===== config.mk =====
export PLATFORM = sky130hd
export DESIGN_NAME = mips_muldiv_seq
export DESIGN_NICKNAME = d
export VERILOG_FILES = /design/src/rtl/mips_muldiv_seq.sv
export SDC_FILE = /design/constraint.sdc
export NUM_CORES = 1
export LEC_CHECK = 0
export CELL_PAD_IN_SITES_DETAIL_PLACEMENT = 1
export CELL_PAD_IN_SITES_GLOBAL_PLACEMENT = 1
export CORE_ASPECT_RATIO = 0.75
export CORE_MARGIN = 2
export CORE_UTILIZATION = 39
export DETAILED_ROUTE_END_ITERATION = 7
export GPL_TIMING_DRIVEN = 0
export PLACE_DENSITY_LB_ADDON = 0.1
export SLEW_MARGIN = 10
export SYNTH_ARGS = -nofsm -noshare
export SYNTH_HDL_FRONTEND = slang
export SYNTH_SLANG_ARGS = --single-unit

===== constraint.sdc =====
create_clock -name CLK -period 3.41 [get_ports CLK]
set_input_delay 0.5115 -clock CLK [delete_from_list [all_inputs] [get_ports CLK]]
set_output_delay 0.5115 -clock CLK [all_outputs]
set_load 0.02 [all_outputs]

===== src/rtl/mips_muldiv_seq.sv =====
// mips_muldiv_seq: multi-cycle MULTU/DIVU sequencer driving HI/LO, with MTHI/MTLO writes.
// Optional MULDIV_EARLY_OUT_EN finishes MULTU as soon as the remaining multiplier is zero.
module mips_muldiv_seq #(
  parameter int          WIDTH    = 32,
  parameter logic [3:0]  OP_MULTU = 4'd3,
  parameter logic [3:0]  OP_DIVU  = 4'd4
) (
  input  logic             CLK,
  input  logic             RESET_N,
  input  logic             start,
  input  logic [3:0]       AluOP,
  input  logic [WIDTH-1:0] X,
  input  logic [WIDTH-1:0] Y,
  input  logic             cancel,
  input  logic             mt_hi,
  input  logic             mt_lo,
  input  logic [WIDTH-1:0] wdata,
  output logic             busy,
  output logic             done,
  output logic             div_zero,
  output logic [WIDTH-1:0] HI,
  output logic [WIDTH-1:0] LO
);
  localparam int CW = $clog2(WIDTH);
  localparam logic [1:0] S_IDLE = 2'd0, S_MUL = 2'd1, S_DIV = 2'd2, S_DONE = 2'd3;
  logic [1:0]         state_q, state_d;
  logic [CW-1:0]      cnt_q, cnt_d;
  logic [2*WIDTH-1:0] acc_q, acc_d;
  logic [WIDTH-1:0]   opa_q, opa_d, mpl_q, mpl_d, hi_q, hi_d, lo_q, lo_d;
  logic               dz_q, dz_d;
  logic [WIDTH:0]     mul_sum, div_trial;
  logic [2*WIDTH-1:0] mul_next, mul_res, div_next;
  logic [WIDTH-1:0]   mpl_next;
  logic               last, mul_fin;
  // acc holds the product in MUL and {rem,quo} in DIV; opa holds multiplicand or divisor
  assign mul_sum   = {1'b0, acc_q[2*WIDTH-1:WIDTH]} + (mpl_q[0] ? {1'b0, opa_q} : '0);
  assign mul_next  = {mul_sum, acc_q[WIDTH-1:1]};
  assign mpl_next  = mpl_q >> 1;
  assign div_trial = acc_q[2*WIDTH-1:WIDTH-1] - {1'b0, opa_q};
  assign div_next  = div_trial[WIDTH] ? {acc_q[2*WIDTH-2:0], 1'b0}
                                      : {div_trial[WIDTH-1:0], acc_q[WIDTH-2:0], 1'b1};
  assign last      = cnt_q == CW'(WIDTH-1);
`ifdef MULDIV_EARLY_OUT_EN
  assign mul_fin   = last || (mpl_next == '0);
  assign mul_res   = mul_next >> (CW'(WIDTH-1) - cnt_q);
`else
  assign mul_fin   = last;
  assign mul_res   = mul_next;
`endif
  always_comb begin
    state_d = state_q;
    cnt_d   = cnt_q;
    acc_d   = acc_q;
    opa_d   = opa_q;
    mpl_d   = mpl_q;
    hi_d    = hi_q;
    lo_d    = lo_q;
    dz_d    = dz_q;
    case (state_q)
      S_IDLE, S_DONE: begin
        hi_d    = mt_hi ? wdata : hi_q;
        lo_d    = mt_lo ? wdata : lo_q;
        state_d = S_IDLE;
        // a result from this same edge overrides a simultaneous move-to
        if (state_q == S_IDLE && start) begin
          if (AluOP == OP_MULTU) begin
            opa_d   = X;
            mpl_d   = Y;
            acc_d   = '0;
            cnt_d   = '0;
            dz_d    = 1'b0;
            state_d = S_MUL;
          end else if (AluOP == OP_DIVU && Y != '0) begin
            opa_d   = Y;
            acc_d   = {{WIDTH{1'b0}}, X};
            cnt_d   = '0;
            dz_d    = 1'b0;
            state_d = S_DIV;
          end else if (AluOP == OP_DIVU) begin
            hi_d    = X;
            lo_d    = '1;
            dz_d    = 1'b1;
            state_d = S_DONE;
          end
        end
      end
      S_MUL: begin
        acc_d   = mul_next;
        mpl_d   = mpl_next;
        cnt_d   = cnt_q + CW'(1);
        hi_d    = mul_fin ? mul_res[2*WIDTH-1:WIDTH] : hi_q;
        lo_d    = mul_fin ? mul_res[WIDTH-1:0] : lo_q;
        state_d = mul_fin ? S_DONE : S_MUL;
        if (cancel) begin
          hi_d    = hi_q;
          lo_d    = lo_q;
          state_d = S_IDLE;
        end
      end
      default: begin
        acc_d   = div_next;
        cnt_d   = cnt_q + CW'(1);
        hi_d    = (last && !cancel) ? div_next[2*WIDTH-1:WIDTH] : hi_q;
        lo_d    = (last && !cancel) ? div_next[WIDTH-1:0] : lo_q;
        state_d = cancel ? S_IDLE : (last ? S_DONE : S_DIV);
      end
    endcase
  end
  always_ff @(posedge CLK or negedge RESET_N) begin
    if (!RESET_N) begin
      state_q <= S_IDLE;
      cnt_q   <= '0;
      acc_q   <= '0;
      opa_q   <= '0;
      mpl_q   <= '0;
      hi_q    <= '0;
      lo_q    <= '0;
      dz_q    <= 1'b0;
    end else begin
      state_q <= state_d;
      cnt_q   <= cnt_d;
      acc_q   <= acc_d;
      opa_q   <= opa_d;
      mpl_q   <= mpl_d;
      hi_q    <= hi_d;
      lo_q    <= lo_d;
      dz_q    <= dz_d;
    end
  end
  assign busy     = (state_q == S_MUL) || (state_q == S_DIV);
  assign done     = state_q == S_DONE;
  assign div_zero = dz_q;
  assign HI       = hi_q;
  assign LO       = lo_q;
endmodule


**Word-level counts from Yosys, hierarchy flattened**

Cells that the tools add are included.
Widths: inputs -> output; s select.

- Bits in registers: 200
- Input bits: 106
- Logic and storage cells: 84

- Add/subtract/negate cells: 3
- Equal/unequal tests: 11
- Multiplexer cells: 45
- Reduce and logical (&&, ||, !) cells: 17

Operator list:

| cell | count |
|---|---|
| $mux 32 | 21 |
| $mux 64 | 4 |
| $pmux 32 s2 | 3 |
| $pmux 64 s2 | 1 |
| $add 32x32->33 | 1 |
| $sub 33x32->33 | 1 |
| $reduce_bool 32->1 | 1 |
| $mux 5 | 4 |
| $mux 2 | 7 |
| $reduce_and 3->1 | 4 |
| $ne 2x2->1 const B | 4 |
| $reduce_bool 3->1 | 2 |
| $add 5x1->5 const B | 1 |
| $eq 5x5->1 const B | 1 |
| $eq 2x2->1 const B | 2 |
| $eq 4x2->1 const B | 1 |
| $eq 4x3->1 const B | 1 |
| $mux 1 | 4 |
| $pmux 2 s2 | 1 |
| $reduce_bool 2->1 | 2 |
| $logic_and 1x1->1 | 3 |
| $ne 3x3->1 const B | 1 |
| $eq 2x1->1 const B | 1 |
| $logic_not 2->1 | 1 |
| other kinds (4) | 4 |

**Longest topological paths before layout**

- Word-level depth: 6
- Gate-level depth with buffers: 15
- Gate-level depth less buffers: 13

**Least setup slack after synthesis**

Ideal clock, no wire load.

- Kind: reg-to-reg
- Start: register mpl_q[0]
- End: register hi_q[25], in the netlist HI[25]
- Arrival: 3.118 ns
- Required time: 3.269 ns
- Slack: 0.151 ns
- Cell stages (with the launch flop): 15
- Period minus slack after synthesis: 3.259 ns
- Path through: dfrtp_1 clkbuf_1 and2_1 ha_1 inv_1 fa_1 nand2b_1 a21o_1 a31o_2 o21ai_0 o21ai_0 o21ai_0 mux2i_1 o221a_2 a31oi_1

- Cells in the longest elaborated chain, start to end: 5

Ends and longest elaborated chain:

| item | RTL line | RTL |
|---|---|---|
| from (decl) | 29 | `logic [WIDTH-1:0] opa_q, opa_d, mpl_q, mpl_d, hi_q, hi_d, lo_q, lo_d;` |
| from (signal assigned) | 124 | `mpl_q <= mpl_d;` |
| $mux 32 | 36 | `assign mul_sum = {1'b0, acc_q[2*WIDTH-1:WIDTH]} + (mpl_q[0] ? {1'b0, opa_q} : '0);` |
| $add 32x32->33 | 36 |  |
| $mux 32 | 91 | `hi_d = mul_fin ? mul_res[2*WIDTH-1:WIDTH] : hi_q;` |
| $mux 32 | 94 | `if (cancel) begin` |
| $pmux 32 s2 | 59 | `case (state_q)` |
| to (signal assigned) | 125 | `hi_q <= hi_d;` |
| to (decl) | 29 |  |

Every way passes these cells. The select of a mux whose other input is x is not followed.
A chain may end at the register's enable or synchronous reset.

**Worst setup path after layout**

- Start: register mpl_q[0]
- End: register hi_q[28], in the netlist HI[28]

Same word-level chain as after synthesis.

==> results by stage <==
Worst setup path:
- STA classifies the critical path endpoint as a flip-flop.
- The worst reg-to-reg setup slack is -0.13 ns.
- The kind of start point of the critical path is a flip-flop.
- The slowest stage of the critical path belongs to the cell dfrtp_2.
- The arrival time at the worst endpoint is 3.85 ns.
- The critical path is of the reg -> reg type.
- The worst path required time is 3.72 ns.
- The family with the most delay on the worst path is compound AO/OA/AOI/OAI gates.
- The critical path contains buffers and inverters numbering 2 combined.
- The worst-path maximum fanout is 5.
- On the worst path, the slowest cell contributes a delay of 0.45 ns.
- Walking the worst path, the cells encountered are buf_6 -> clkbuf_16 -> and2_4 -> ha_4 -> o21ai_2 -> o211ai_1 -> a221o_1 -> a31o_4 -> a41o_1 -> a211o_1 -> mux2i_1 -> a311oi_2 -> a31oi_1.

Drt:
- Detailed routing inserted a total of 15700 vias.
- The first TritonRoute pass finished after 6 iterations.
- The detailed-route DRC error count is 0.
- Summed over all layers, the routed wires come to 68.3 mm.
- The average routed wire per standard cell is 27.2 um.
- The detail route stage leaves a number of antenna-violating nets equal to 0.
- After detailed routing, the number of vias per cell comes to 6.26.
- After the first detailed-routing iteration, the DRC count stood at 1518.

Clock network:
- Clock-pin slew was measured on the worst setup and hold paths at 0.08 ns.
- The CTS tree is built.
- In this run, CTS created clock tree buffers numbering 17.
- The clock root buffer is clkbuf_16.
- The clock latency at the later pin of the worst-skew pair is 0.48 ns.
- The clock net in this run drives a total of 200 sinks.
- The number of buffers on the longest clock path is 2.
- The H-tree generated during clock tree synthesis spans 4 levels.

Yosys:
- The post-synthesis instance area is 14500 sq um.
- The proportion of register bits with asynchronous set or reset after synthesis is 1.00.
- Yosys mapped a number of flops with a built-in enable equal to 0.
- The synthesized area per cell is 8.28 sq um.
- Of the synthesized area, sequential elements account for 0.345.
- The register bit count reported by yosys is 200.
- Counting every instance in the synthesized netlist gives 1755.
- The count of yosys warnings during synthesis is 0.
- The count of cell types in the netlist is 68.
- The most used flip-flop cell after synthesis is dfrtp_1.
- Counting every net in the synthesized netlist gives 1933.

GRT:
- The first global-routing pass estimated 97.0 mm of wire.
- The initial antenna violation count came to 0.
- Across every metal layer, demand over resource in global routing totals 0.340.
- The sum of overflow across all layers after global routing is 0.
- The number of global-route vias before repair is 15300.
- Entering global routing, the biggest net connects 101 pins.

Cells and area:
- The net count of the finished layout is 2167.
- The number of inserted diodes is 0.
- The finished layout holds 2506 standard cells, fillers aside.
- The layout has 4327 filler cells.
- In the layout the commonest cells are dfrtp_1, nor2_1, nand2_1.
- Leaving out fill and tap cells, the most frequent cell in the layout is dfrtp_1.
- In the final layout, the share of cells above drive strength 1 is 0.151.
- Compared with the post-synthesis result, the final layout area differs by 32.0%.
- After routing the design area is 19200 sq um.

Timing:
- The achievable frequency is 282 MHz.
- The routed design could run at a clock period as short as 3.54 ns.
- The slew of the pin with the lowest slew margin is 1.18 ns.
- Setup violations remaining at the end of the flow were counted as 9.
- The final number of hold-violating endpoints was 0.
- The final max-slew violation count is 0.
- For the final routed database, the setup TNS stands at -0.426 ns.
- The worst slew slack as a fraction of its limit is 0.210.
- Between clock sinks in the finished design, the worst skew comes to 0.0145 ns.
- The final critical-path share of the clock period is 1.04.
- The least setup slack across all paths after layout is -0.133 ns.
- Setup repair after global routing could not meet its margin everywhere.

Floorplanning:
- The number of core rows is 61.
- The die is 227 um wide.
- In this run the vertical extent of the chip is 171 um.
- The core box area is 36900 sq um.
- The number of top-level design ports is 173.
- The area of the die is 38800 sq um.
- The starting utilization of the core area is 0.394.

Pwr:
- For this design the static power due to leakage is 7.61 nW.
- VDD sags by at most 0.398 mV.
- The total power per unit cell area is 871 nW/um^2.

Place:
- Once placement finished, the instance area stood at 16900 sq um.
- At the end of routability-driven placement, the weighted congestion stood at 0.930.
- The port buffer count is 170.
- The wire-length estimate of the detail-placed layout is 51.7 mm.
- The cell total after placement is 2431.

Status:
- The flow ran to the end, but the final reports show violations.
- The final reports fail on negative setup slack.

Min path:
- The type of the worst min-delay path is in -> async.

Run:
- The tool flagged a number of max-cap violations equal to 0.
==> report_power, final <==
| group | internal [mW] | total, mW | switching (mW) |
|---|---|---|---|
| clock | 1.18 | 2.21 | 1.02 |
| sequential | 3.17 | 4.14 | 0.977 |
| combinational | 4.39 | 10.4 | 5.97 |
| total | 8.73 | 16.7 | 7.97 |
==> registers in the layout, indices dropped and copies added (netlist names) <==
| name | cells |
|---|---|
| HI | 32 |
| LO | 32 |
| acc_q | 64 |
| cnt_q | 5 |
| div_zero | 1 |
| mpl_q | 32 |
| opa_q | 32 |
| state_q | 2 |
==> through the flow <==
stage	setup slack [ns]	utilization	total power, mW	hold WS, ns
3_3_place_gp	-7.07	0.457	11.9	0.477
2_1_floorplan	0.151	-	9.05	0.216
4_1_cts	-0.0709	0.497	15.2	0.420
5_1_grt	-0.142	0.520	17.6	0.437
6_report	-0.133	0.520	16.7	0.423
3_5_place_dp	-1.47	0.459	12.1	0.324
==> cells in the mapped netlist (16+ instances only) <==
master | instances | share of area
inv_1 | 51 | 0.013
nand2_1 | 177 | 0.046
nand4_1 | 16 | 0.0069
nand3_1 | 28 | 0.0096
ha_1 | 70 | 0.060
a21oi_1 | 131 | 0.045
mux2_2 | 33 | 0.026
a22oi_1 | 30 | 0.016
a211oi_1 | 22 | 0.011
a21o_1 | 38 | 0.020
dfrtp_1 | 200 | 0.34
nor2_1 | 201 | 0.052
o21ai_0 | 136 | 0.047
mux2i_1 | 100 | 0.069
o211ai_1 | 32 | 0.017
nor3_1 | 17 | 0.0059
and2_1 | 38 | 0.016
a31oi_1 | 105 | 0.045
clkbuf_1 | 108 | 0.028
xnor2_1 | 35 | 0.021
==> cell type report <==
type	instances	area (sq um)	share of cell area
Clock inverter	13	169	0.00881
Sequential cell	200	5010	0.261
Buffer	117	631	0.0329
Tap cell	504	631	0.0329
Timing Repair Buffer	221	2230	0.117
Multi-Input combinational cell	1381	9860	0.515
Clock buffer	19	443	0.0231
Inverter	51	191	0.00999
==> logic make-up (layout without fill, tap and decap cells) <==
family / after synthesis / count (layout) / synth area share
xor+xnor: 49 / 49 / 0.0295
flops: 200 / 200 / 0.345
buf+inv: 174 / 421 / 0.0465
fa+ha+maj: 72 / 72 / 0.0631
compound gates: 592 / 592 / 0.258
mux: 133 / 133 / 0.0945
simple gates: 535 / 535 / 0.163
==> final timing paths <==
check                                      from                     to  depth (start not counted)
max                        mpl_q[0]$_DFFE_PN0P_     HI[28]$_DFFE_PN0P_                         13
min                                     RESET_N  acc_q[35]$_DFFE_PN0P_                          2
max reg2reg                mpl_q[0]$_DFFE_PN0P_     HI[28]$_DFFE_PN0P_                         13
min reg2reg                cnt_q[3]$_DFFE_PN0P_   cnt_q[3]$_DFFE_PN0P_                          1
max in group asynchronous               RESET_N  opa_q[25]$_DFFE_PN0P_                          4
min in group CLK           cnt_q[3]$_DFFE_PN0P_   cnt_q[3]$_DFFE_PN0P_                          1
==> worst register-to-register path: stages, from the launching register on <==
cell	delay (ns)
dfrtp_2	0.45
buf_6	0.14
clkbuf_16	0.15
and2_4	0.17
ha_4	0.24
o21ai_2	0.14
o211ai_1	0.16
a221o_1	0.42
a31o_4	0.27
a41o_1	0.25
a211o_1	0.37
mux2i_1	0.15
a311oi_2	0.32
a31oi_1	0.15
==> timing repair <==
item	CTS	global route
buffers inserted	29	16
pin swaps	35	82
resized for setup	121	169
setup endpoints to repair	106	82
cloned	0	4
endpoints found under the hold margin	11	0
hold buffers	1	0
==> metal layers <==
metal	GRT usage	routed length [um]	up-vias
li1	-	-	6868
met5	0	0	-
met3	0.0613	5110	105
met4	0.110	2090	0
met1	0.470	30000	8031
met2	0.537	31100	672
Note: power is estimated with default switching activity, not from simulation.
